===== config.mk =====
export PLATFORM = sky130hd
export DESIGN_NAME = freq_gate_disp
export DESIGN_NICKNAME = d
export VERILOG_FILES = /design/src/rtl/freq_gate_disp.sv
export SDC_FILE = /design/constraint.sdc
export NUM_CORES = 1
export LEC_CHECK = 0
export CELL_PAD_IN_SITES_DETAIL_PLACEMENT = 1
export CELL_PAD_IN_SITES_GLOBAL_PLACEMENT = 2
export CORE_AREA = 2 2 75 77
export DETAILED_ROUTE_END_ITERATION = 16
export DIE_AREA = 0 0 77 79
export GPL_TIMING_DRIVEN = 0
export PLACE_DENSITY_LB_ADDON = 0.1
export SETUP_SLACK_MARGIN = 0.1
export SYNTH_ARGS = -nofsm -noshare
export SYNTH_HDL_FRONTEND = slang
export SYNTH_SLANG_ARGS = --single-unit

===== constraint.sdc =====
create_clock -name clk -period 2.36 [get_ports clk]
set_clock_uncertainty 0.1 [all_clocks]
set_input_delay 0.236 -clock clk [delete_from_list [all_inputs] [get_ports clk]]
set_output_delay 0.236 -clock clk [all_outputs]
set_load 0.02 [all_outputs]

===== src/rtl/freq_gate_disp.sv =====
// ---------------------------------------------------------------------------
// freq_gate_disp
//
// Gate-time controller and two-digit seven-segment display driver for a
// simple frequency counter. A fixed-length gate window enables an external
// 2-digit BCD counter. At the end of each window the BCD result and an
// overflow flag are latched and shown on a multiplexed two-digit display.
//
// Measurement cycle (repeats forever, never stalls):
//   CLEAR (1) -> GATE (GATE_CYCLES) -> HOLD (2) -> LATCH (1) -> CLEAR ...
//
// Parameters
//   GATE_CYCLES  gate-open length in clk cycles (4 .. 2^20)
//   SCAN_DIV     clk cycles each display digit is driven (2 .. 2^16)
//
// Ports
//   clk        in   reference clock, rising edge
//   clr        in   asynchronous active-high reset
//   high       in   BCD tens digit from the upstream counter
//   low        in   BCD units digit from the upstream counter
//   cn         in   carry from the upstream counter (asynchronous to clk)
//   gate       out  count-enable window, high only in GATE
//   cnt_clr    out  counter clear, high only in CLEAR
//   disp_high  out  latched tens digit
//   disp_low   out  latched units digit
//   ovf        out  latched overflow for the last gate
//   valid      out  one-cycle pulse on the cycle after LATCH
//   seg        out  segment drive, active-high, {g,f,e,d,c,b,a}
//   dig_sel    out  one-hot digit enable, bit1 tens, bit0 units
//
// Build option
//   FREQ_GATE_DISP_LZB_EN  when defined, a tens digit of 0 is blanked
//                          (unless overflow is showing).
// ---------------------------------------------------------------------------
module freq_gate_disp #(
    parameter int unsigned GATE_CYCLES = 1000,
    parameter int unsigned SCAN_DIV    = 16
) (
    input  logic       clk,
    input  logic       clr,
    input  logic [3:0] high,
    input  logic [3:0] low,
    input  logic       cn,
    output logic       gate,
    output logic       cnt_clr,
    output logic [3:0] disp_high,
    output logic [3:0] disp_low,
    output logic       ovf,
    output logic       valid,
    output logic [6:0] seg,
    output logic [1:0] dig_sel
);

    localparam int unsigned GW = $clog2(GATE_CYCLES);
    localparam int unsigned SW = $clog2(SCAN_DIV);

    localparam logic [GW-1:0] GATE_LAST = GW'(GATE_CYCLES - 1);
    localparam logic [GW-1:0] GATE_ONE  = GW'(1);
    localparam logic [SW-1:0] SCAN_LAST = SW'(SCAN_DIV - 1);
    localparam logic [SW-1:0] SCAN_ONE  = SW'(1);

    localparam logic [1:0] S_CLEAR = 2'd0;
    localparam logic [1:0] S_GATE  = 2'd1;
    localparam logic [1:0] S_HOLD  = 2'd2;
    localparam logic [1:0] S_LATCH = 2'd3;

    logic [1:0]    r_state;
    logic [1:0]    w_state_nxt;
    logic          r_run;
    logic [GW-1:0] r_gate_cnt;
    logic          r_hold_cnt;
    logic          w_gate_tc;

    logic          r_cn_meta;
    logic          r_cn_sync;
    logic          r_sticky;

    logic [3:0]    r_disp_high;
    logic [3:0]    r_disp_low;
    logic          r_ovf;
    logic          r_valid;

    logic [SW-1:0] r_scan_cnt;
    logic [1:0]    r_dig_sel;

    logic [3:0]    w_digit;
    logic [6:0]    w_seg;

    // ------------------------------------------------------------------
    // Measurement FSM
    // ------------------------------------------------------------------

    // Exit from GATE is an equality on the terminal count of a counter that
    // only ever steps by one, so it cannot be jumped over.
    assign w_gate_tc = (r_gate_cnt == GATE_LAST);

    always_comb begin
        w_state_nxt = r_state;
        case (r_state)
            // r_run is low only on the first edge after reset release, which
            // turns that edge into the start of a full 1-cycle CLEAR.
            S_CLEAR: if (r_run)      w_state_nxt = S_GATE;
            S_GATE:  if (w_gate_tc)  w_state_nxt = S_HOLD;
            S_HOLD:  if (r_hold_cnt) w_state_nxt = S_LATCH;
            S_LATCH:                 w_state_nxt = S_CLEAR;
            default:                 w_state_nxt = S_CLEAR;
        endcase
    end

    always_ff @(posedge clk or posedge clr) begin
        if (clr) begin
            r_state <= S_CLEAR;
            r_run   <= 1'b0;
        end else begin
            r_state <= w_state_nxt;
            r_run   <= 1'b1;
        end
    end

    // Gate-length counter: 0..GATE_CYCLES-1 while in GATE, parked at 0 else.
    always_ff @(posedge clk or posedge clr) begin
        if (clr) begin
            r_gate_cnt <= '0;
        end else if (r_state == S_GATE) begin
            if (w_gate_tc) begin
                r_gate_cnt <= '0;
            end else begin
                r_gate_cnt <= r_gate_cnt + GATE_ONE;
            end
        end else begin
            r_gate_cnt <= '0;
        end
    end

    // Two-cycle settle counter for HOLD.
    always_ff @(posedge clk or posedge clr) begin
        if (clr) begin
            r_hold_cnt <= 1'b0;
        end else if (r_state == S_HOLD) begin
            r_hold_cnt <= ~r_hold_cnt;
        end else begin
            r_hold_cnt <= 1'b0;
        end
    end

    assign gate    = (r_state == S_GATE);
    assign cnt_clr = (r_state == S_CLEAR);

    // ------------------------------------------------------------------
    // Carry synchronizer and overflow sticky bit
    // ------------------------------------------------------------------
    always_ff @(posedge clk or posedge clr) begin
        if (clr) begin
            r_cn_meta <= 1'b0;
            r_cn_sync <= 1'b0;
        end else begin
            r_cn_meta <= cn;
            r_cn_sync <= r_cn_meta;
        end
    end

    // CLEAR wins over a carry arriving in the same cycle.
    always_ff @(posedge clk or posedge clr) begin
        if (clr) begin
            r_sticky <= 1'b0;
        end else if (r_state == S_CLEAR) begin
            r_sticky <= 1'b0;
        end else if ((r_state == S_GATE || r_state == S_HOLD) && r_cn_sync) begin
            r_sticky <= 1'b1;
        end
    end

    // ------------------------------------------------------------------
    // Result latch and valid strobe
    // ------------------------------------------------------------------
    always_ff @(posedge clk or posedge clr) begin
        if (clr) begin
            r_disp_high <= 4'd0;
            r_disp_low  <= 4'd0;
            r_ovf       <= 1'b0;
        end else if (r_state == S_LATCH) begin
            r_disp_high <= high;
            r_disp_low  <= low;
            r_ovf       <= r_sticky;
        end
    end

    always_ff @(posedge clk or posedge clr) begin
        if (clr) begin
            r_valid <= 1'b0;
        end else begin
            r_valid <= (r_state == S_LATCH);
        end
    end

    assign disp_high = r_disp_high;
    assign disp_low  = r_disp_low;
    assign ovf       = r_ovf;
    assign valid     = r_valid;

    // ------------------------------------------------------------------
    // Display scan: free-running, independent of the measurement FSM
    // ------------------------------------------------------------------
    always_ff @(posedge clk or posedge clr) begin
        if (clr) begin
            r_scan_cnt <= '0;
            r_dig_sel  <= 2'b01;
        end else if (r_scan_cnt == SCAN_LAST) begin
            r_scan_cnt <= '0;
            r_dig_sel  <= {r_dig_sel[0], r_dig_sel[1]};
        end else begin
            r_scan_cnt <= r_scan_cnt + SCAN_ONE;
        end
    end

    assign dig_sel = r_dig_sel;

    // ------------------------------------------------------------------
    // Segment decode
    // ------------------------------------------------------------------
    function automatic logic [6:0] f_bcd_to_seg(input logic [3:0] i_val);
        logic [6:0] w_res;
        case (i_val)
            4'd0:    w_res = 7'h3F;
            4'd1:    w_res = 7'h06;
            4'd2:    w_res = 7'h5B;
            4'd3:    w_res = 7'h4F;
            4'd4:    w_res = 7'h66;
            4'd5:    w_res = 7'h6D;
            4'd6:    w_res = 7'h7D;
            4'd7:    w_res = 7'h07;
            4'd8:    w_res = 7'h7F;
            4'd9:    w_res = 7'h6F;
            default: w_res = 7'h00;  // non-BCD codes show blank
        endcase
        return w_res;
    endfunction

    always_comb begin
        w_digit = r_dig_sel[1] ? r_disp_high : r_disp_low;
        w_seg   = f_bcd_to_seg(w_digit);
`ifdef FREQ_GATE_DISP_LZB_EN
        if (r_dig_sel[1] && (r_disp_high == 4'd0)) begin
            w_seg = 7'h00;
        end
`endif
        // Overflow shows "--" on both digits, overriding everything else.
        if (r_ovf) begin
            w_seg = 7'h40;
        end
    end

    assign seg = w_seg;

endmodule


* Yosys cells after proc, flatten, opt, wreduce, memory -nomap -nowiden *
Memories as Yosys holds them, arrays and structs flattened.
Index checks and enable logic that the tools add are counted.

cells by class
  reductions and logical operators = 5
  bitwise logic cells = 1
  equality and inequality tests = 8
  add/subtract/negate cells = 2
  mux-type cells = 12

operators with widths
  operator                                              number
  two-way mux 10 bit                                    2
  adder 10 x 1 -> 10 bit (second input constant)        1
  equality test 10 bit (second input constant)          1
  two-way mux 4 bit                                     2
  one-hot mux 2 bit (4 select lines)                    1
  two-way mux 7 bit                                     1
  two-way mux 2 bit                                     3
  adder 4 x 1 -> 4 bit (second input constant)          1
  equality test 2 bit (second input constant)           2
  equality test 4 bit (second input constant)           1
  != test 2 x 1 -> 1 bit (second input constant)        2
  two-way mux 1 bit                                     3
  AND reduction 3 bit                                   1
  equality test 2 x 1 -> 1 bit (second input constant)  1
  logical NOT 2 bit                                     1
  != test 2 bit (second input constant)                 1
  nonzero test 2 bit                                    1
  logical AND 1 bit                                     1
  logical OR 1 bit                                      1
  inverter 1 bit                                        1

word-level totals
  output and inout bits = 21
  ROM bits = 112
  input bits = 11
  memories kept = 1
  logic and storage cells = 42
  register bits = 33

memory list
  name             words  width  read ports  clocked after memory_dff  write ports  line  source
  (no name shown)  16     7      1           0                         0            223   case (i_val)

* Depth between registers and ports, before layout *
Gate-level depths: netlist of run 1.

  word-level depth = 5
  depth in mapped cells = 7
  depth with buffers taken out = 6

* Worst setup path before layout of run 1 *
No wires, ideal clock.

  path type = reg-to-output
  from = register r_dig_sel[1], in the netlist dig_sel[1]
  to = output seg[5]
  data required time = 2.024 ns
  slack = 0.079 ns
  path buffers = 1
  arrival time = 1.945 ns
  cell stages (with the launch flop) = 8
  path through = dfrtp_1 -> buf_2 -> mux2i_1 -> inv_1 -> ha_1 -> nor2_1 -> o21ai_0 -> a21oi_1

on the way
  word-level cells in the longest chain between the ends = 3

RTL lines
  what                      line  source
  start: declaration        84    logic [1:0] r_dig_sel;
  start signal: assignment  210   r_dig_sel <= {r_dig_sel[0], r_dig_sel[1]};
  two-way mux 4 bit         240   w_digit = r_dig_sel[1] ? r_disp_high : r_disp_low;
  memory read (16 x 7 bit)  --
  two-way mux 7 bit         248   if (r_ovf) begin
  end: declaration          50    output logic [6:0] seg,

Every way passes these cells.

* Worst setup path in the final report of run 1 *
  from = register r_dig_sel[1], in the netlist dig_sel[1]
  to = output seg[3]

Same word-level chain as after synthesis.

==> metrics.md, run 1 <==
| Metric | Value |
|---|---|
| Fin crit share | `0.961` |
| Antenna viol nets, final | `0` |
| Required @ worst endpoint | `2.02 ns` |
| 1st-iter DRT viols | `7` |
| Post-Syn Instances | `149` |
| Area delta synth->final | `40.3%` |
| Asr flop ratio synth | `1.00` |
| Worst-case clock buffer depth | `2` |
| Final Hold Viols | `0` |
| Critical path endpoint category | `primary output` |
| Overall fraction of global-route tracks in use | `0.135` |
| Dominant synthesized flop cell | `dfrtp_1` |
| Hold_buf cts | `0` |
| Wire length of the first global-routing pass | `~6.5 mm` |
| # rows | `27` |
| Crit Path Max Fanout | `5` |
| Slew margin rel. | `0.561` |
| Vias | `1,261` |
| Fraction of layout cells with a size suffix above 1 | `0.330` |
| Num ports | `32` |
| Top cell type's share of synthesized area | `0.471` |
| Startpoint types | `flop` |
| Seq/Total Area, Yosys | `0.487` |
| CTS tree | `built` |
| Yosys reg bits | `33` |
| Pleak | `approximately 1.1 nW` |
| Placement Cell Area | `2110 um^2` |
| H-tree depth | `2` |
| Initial Util | `0.318` |
| Fin area | `about 2400 um^2` |
| Port bufs | `31` |
| DRC | `0` |
| Synth area leader | `dfrtp_1` |
| CP max stage delay | `~0.39 ns` |
| Dominant cell by count in the synthesized netlist | `dfrtp_1` |
| Peak Freq | `approximately 440 MHz` |
| Slew Limit Fails | `0` |
| TritonRoute pass-1 iters | `3` |
| Status | `complete, no violations` |
| Clk_lat worst skew | `0.28 ns` |
| Gp weighted congestion | `0.751` |
| TritonCTS Buffers | `5` |
| Detailed placement HPWL | `2.78 mm` |
| Post-synth EDFFs | `0` |
| Congestion Overflow GR | `0` |
| Worst path most repeated cell | `buf_6` |
| Drt wl/cell | `~14 um` |
| Post-synth top cells | `dfrtp_1 (32), nor2_1 (16), mux2_2 (14)` |
| Die area | `approximately 6100 um^2` |
| RSZ-0062 raised after global routing | `yes` |
| Placeable Area | `5340 um^2` |
| Yosys warnings | `0` |
| Kind of critical path | `reg -> out` |
| Pwr Total | `3.11 mW` |
| HP Class | `in -> async` |
| Synth area leaders | `dfrtp_1 (47%), mux2_2 (9.3%), ha_1 (8.8%)` |
| Die span in y | `79 um` |
| Worst Tran Pin Value | `0.654 ns` |
| Arr. time, crit path | `1.93 ns` |
| Syn_nets | `~170` |
| CTS clk-pin slew, worst paths | `0.07 ns` |
| Final setup viols | `0` |
| Cells along the critical path | `buf_6, mux2_4, inv_4, ha_4, and2_4, o21ai_4, a21oi_2, buf_6` |
| Worst path bufs/invs | `3` |
| Synth cell types | `38` |
| Initial antenna violation count | `0` |
| Slowest cell on the critical path | `dfrtp_1` |
| Largest net degree at the start of global routing | `34` |
| Crit path time final | `between 2 and 2.5 ns` |
| Number of vias per cell | `4.69` |
| Post-Syn Area | `1700 um^2` |
| Pwr dens | `~1300 nW/um^2` |
| Root Buffer | `clkbuf_8` |
| Die span in x | `about 77 um` |
| Clock Sinks | `33` |
| Maximum VDD drop | `around 0.57 mV` |
| Final-stage net count | `219` |
| MaxCap Viol Count | `0` |
| Worst path top cell family by delay | `flip-flops` |
| ANT cells | `0` |
| Vias in the first global route | `around 1,300` |
| Post-Route WL | `3.90 mm` |
| Avg Cell Area, Syn | `around 11 um^2` |
[repair_timing]
action                                  4_1_cts  5_1_grt
cloned                                        0        0
pin swaps                                     3        1
setup buffers                                 5        3
endpoints found under the setup margin        7        8
gates resized for setup                      46       16
[stage by stage]
step	setup TNS, ns	setup WS, ns	utilization	hold WS, ns	std cells
after floorplan	0	0.105	-	0.167	149
after global routing	0	0.00941	0.447	0.220	269
after global placement	-2.02	-0.404	0.395	0.240	252
after detailed placement	-2.28	-0.435	0.395	0.250	252
final	0	0.0916	0.447	0.191	269
after CTS	0	0.0547	0.429	0.266	265
[path summary, 6_finish.rpt]
check | from | endpoint | slack [ns] | depth (start not counted)
worst max register to register | r_gate_cnt[0]$_DFF_PP0_ | r_state[1]$_DFFE_PP0P_ | 0.46 | 5
min in group clk | r_cn_meta$_DFF_PP0_ | r_cn_sync$_DFF_PP0_ | 0.26 | 0
worst min register to register | r_cn_meta$_DFF_PP0_ | r_cn_sync$_DFF_PP0_ | 0.26 | 0
max in group asynchronous | clr | r_gate_cnt[6]$_DFF_PP0_ | 1.52 | 3
worst min-delay path | clr | r_gate_cnt[5]$_DFF_PP0_ | 0.19 | 2
worst max-delay path | dig_sel[1]$_DFFE_PP0N_ | seg[3] | 0.09 | 8
[layer usage]
layer / up-vias / part of all wire / GRT usage
met3: 6 / 0.034 / 0.0364
met2: 23 / 0.52 / 0.244
met4: 0 / 0.011 / 0.0411
li1: 606 / - / -
met5: - / 0 / 0
met1: 626 / 0.44 / 0.157
[sequential cells by signal, indices dropped and copies added (netlist names)]
signal / flops
r_cn_meta: 1
r_scan_cnt: 4
valid: 1
disp_low: 4
ovf: 1
r_gate_cnt: 10
r_hold_cnt: 1
r_cn_sync: 1
r_run: 1
disp_high: 4
r_state: 2
r_sticky: 1
dig_sel: 2
[placed cells by master, fill, tap and decap left out, drive strengths merged, types with 2 or more instances in the layout]
cell type      netlist  routed
ha                  12      12
nand2                6       6
mux2                15      15
nand4                2       2
clkbuf               2       9
nor2                16      16
dfrtp               32      32
nand3                8       8
nand2b               2       2
clkdlybuf4s50        0      24
o31ai                2       2
xor2                 3       3
mux2i                3       3
and2                 4       4
a21oi                9       9
xnor2                3       3
inv                 10       9
buf                  1      17
o21ai                5       5
[kinds of logic after synthesis]
| family | after synthesis | share of synthesized area |
|---|---|---|
| AO/OA/AOI/OAI | 25 | 0.104 |
| XOR/XNOR | 6 | 0.0309 |
| adder cells (fa/ha/maj) | 12 | 0.0884 |
| buffers and inverters | 13 | 0.0295 |
| flip-flops | 33 | 0.487 |
| multiplexers | 18 | 0.134 |
| other | 1 | 0.00221 |
| AND/OR/NAND/NOR | 41 | 0.124 |
[cell type report]
cell class / count / area [um^2]
repair buffers: 40 / 387
flip-flops and latches: 33 / 827
well taps: 72 / 90.1
fillers: 611 / 2950
inverters: 10 / 40.0
clock inverters: 1 / 30.0
clock buffers: 7 / 86.3
plain buffers: 3 / 18.8
multi-input cells: 103 / 905
[power by group]
part / internal (mW) / total, mW / switching [mW]
Sequential: 0.705 / 0.834 / 0.128
Combinational: 0.840 / 1.73 / 0.887
Clock: 0.344 / 0.552 / 0.207
(Power assumes the default switching activity.)
==> run 2, diff against run 1 <==
--- a/config.mk
+++ b/config.mk
@@ -13,6 +13,7 @@
 export GPL_TIMING_DRIVEN = 0
 export PLACE_DENSITY_LB_ADDON = 0.1
 export SETUP_SLACK_MARGIN = 0.1
+export SKIP_LAST_GASP = 1
 export SYNTH_ARGS = -nofsm -noshare
 export SYNTH_HDL_FRONTEND = slang
 export SYNTH_SLANG_ARGS = --single-unit
==> constraint.sdc (replaced) <==
create_clock -name clk -period 2.45 [get_ports clk]
set_clock_uncertainty 0.1 [all_clocks]
set_input_delay 0.245 -clock clk [delete_from_list [all_inputs] [get_ports clk]]
set_output_delay 0.245 -clock clk [all_outputs]
set_load 0.02 [all_outputs]
==> run 2 against run 1 <==
  * Die area stayed put
  * Largest power group unchanged
  * Wire length is 3.8% lower
  * Highest routed layer unchanged
  * Sequential power is 4.3% lower
  * Critical path type unchanged
  * Sequential cell count stayed put
  * Cell count stayed put
  * Final area is 3.3% lower
  * Register-to-register slack better by 0.06 ns
==> metrics.md, run 2 (synthesized netlist as in run 1, its figures left out) <==
| Metric | Value |
|---|---|
| Number of vias per cell | `4.69` |
| Area delta synth->final | `35.7%` |
| Final Hold Viols | `0` |
| Largest net degree at the start of global routing | `34` |
| Final setup viols | `0` |
| TritonRoute pass-1 iters | `4` |
| 1st-iter DRT viols | `33` |
| RSZ-0062 raised after global routing | `yes` |
| Vias in the first global route | `between 1,000 and 1,500` |
| Slew Limit Fails | `0` |
| Kind of critical path | `reg -> out` |
| Port bufs | `31` |
| Worst hold slack | `0.124 ns` |
| Gp weighted congestion | `0.740` |
| Placement Cell Area | `approximately 2100 um^2` |
| Crit Path Max Fanout | `7` |
| Pwr dens | `1190 nW/um^2` |
| Num ports | `32` |
| Fraction of layout cells with a size suffix above 1 | `0.294` |
| Vias | `between 1,000 and 1,500` |
| Critical path endpoint category | `primary output` |
| Antenna viol nets, final | `0` |
| Critical R2R Capture | `r_state[1]$_DFFE_PP0P_` |
| Worst Tran Pin Value | `roughly 0.55 ns` |
| Die area | `6080 um^2` |
| Peak Freq | `approximately 440 MHz` |
| Most frequent cells in the layout | `dfrtp_1 (32), clkdlybuf4s50_1 (24), nor2_1 (14), mux2_2 (13)` |
| Congestion Overflow GR | `0` |
| Crit path time final | `between 2 and 2.5 ns` |
| ANT cells | `0` |
| Arr. time, crit path | `1.94 ns` |
| Final-stage net count | `219` |
| Pleak | `1.04 nW` |
| HP Class | `in -> async` |
| H-tree depth | `2` |
| Fin area | `2310 um^2` |
| Most common cell after layout, fill and taps aside | `dfrtp_1` |
| Detailed placement HPWL | `approximately 2.7 mm` |
| Initial Util | `0.318` |
| Initial antenna violation count | `0` |
| Setup TNS | `0 ns` |
| MaxCap Viol Count | `0` |
| Placeable Area | `5340 um^2` |
| Slew margin rel. | `0.635` |
| Post-Route WL | `3.75 mm` |
| Worst-case clock buffer depth | `2` |
| Pre-CTS setup slack | `-0.350 ns` |
| Maximum VDD drop | `0.467 mV` |
| Fin worst setup slack | `between 0.15 and 0.2 ns` |
| Clock Sinks | `33` |
| Wire length of the first global-routing pass | `6.18 mm` |
| Max reg flops | `10` |
| Required @ worst endpoint | `2.11 ns` |
| TritonCTS Buffers | `5` |
| Drt wl/cell | `13.9 um` |
| Die span in x | `between 70 and 80 um` |
| DRC | `0` |
| R2R setup slack | `0.52 ns` |
| Root Buffer | `clkbuf_8` |
| Clk_lat worst skew | `between 0.2 and 0.3 ns` |
| Reg-to-reg startpoint | `r_gate_cnt[0]$_DFF_PP0_` |
| Startpoint types | `flop` |
| CTS clk-pin slew, worst paths | `around 0.07 ns` |
| Status | `complete, no violations` |
| Reg2reg path depth | `5` |
| Die span in y | `between 70 and 80 um` |
| Fillers | `between 600 and 700` |
| # rows | `27` |
| CTS tree | `built` |
| Overall fraction of global-route tracks in use | `0.130` |
| Fin crit share | `0.933` |
| Biggest register | `r_gate_cnt` |
==> run 2: cell types whose count changed in the layout (fill, tap and decap cells not counted), sizes merged <==
cell,previous run,this run
buf,17,16
bufinv,1,0
clkbuf,9,10
clkinvlp,0,1
==> run 2: through the flow <==
step                utilization  power (mW)  instances
floorplan                     -        1.67        149
global placement          0.393        2.21        252
detailed placement        0.393        2.25        252
CTS                       0.411        2.65        261
global route              0.432        2.94        269
finish                    0.432        2.75        269
==> run 2: cell type report <==
class / count / area [um^2] / area share
buffer: 3 / 18.8 / 0.00814
tap: 72 / 90.1 / 0.0391
multi-input combinational: 103 / 866 / 0.375
sequential: 33 / 827 / 0.359
clock inverter: 1 / 7.51 / 0.00326
clock buffer: 7 / 86.3 / 0.0374
inverter: 10 / 40.0 / 0.0174
timing repair buffer: 40 / 370 / 0.161
==> run 2: repair_timing <==
| item | in CTS | in global routing |
|---|---|---|
| pin swaps | 0 | 4 |
| setup endpoints to repair | 7 | 6 |
| hold buffers | 0 | 0 |
| gates resized for setup | 32 | 16 |
| setup buffers | 1 | 7 |
==> run 2: report_power, final <==
| part | leakage, nW | switching (mW) | internal [mW] |
|---|---|---|---|
| Sequential | 0.418 | 0.119 | 0.679 |
| Combinational | 0.573 | 0.792 | 0.725 |
| Clock | 0.0445 | 0.203 | 0.228 |
==> run 2: how the worst max path moves through the flow <==
stage | startpoint | endpoint | slack (ns) | depth (start not counted)
floorplan | dig_sel[1]$_DFFE_PP0N_ | seg[5] | 0.16 | 7
global placement | dig_sel[1]$_DFFE_PP0N_ | seg[5] | -0.32 | 8
detailed placement | dig_sel[1]$_DFFE_PP0N_ | seg[3] | -0.35 | 8
CTS | dig_sel[1]$_DFFE_PP0N_ | seg[3] | 0.04 | 8
global route | dig_sel[1]$_DFFE_PP0N_ | seg[5] | 0.09 | 8
finish | dig_sel[1]$_DFFE_PP0N_ | seg[3] | 0.16 | 8
==> run 2: worst max-delay path: stages (launching register included) <==
cell and delay, ns:
dfrtp_1 0.38, buf_6 0.14, mux2_4 0.34, inv_4 0.09, ha_4 0.19, and2_1 0.14
o21ai_2 0.13, a21oi_2 0.07, buf_4 0.17
==> run 2: routing by layer <==
| layer | GRT usage | part of all wire | vias up |
|---|---|---|---|
| met1 | 0.157 | 0.45 | 626 |
| met5 | 0 | 0 | - |
| met4 | 0.0339 | 0.0037 | 0 |
| met2 | 0.225 | 0.50 | 26 |
| met3 | 0.0420 | 0.044 | 2 |
| li1 | - | - | 607 |
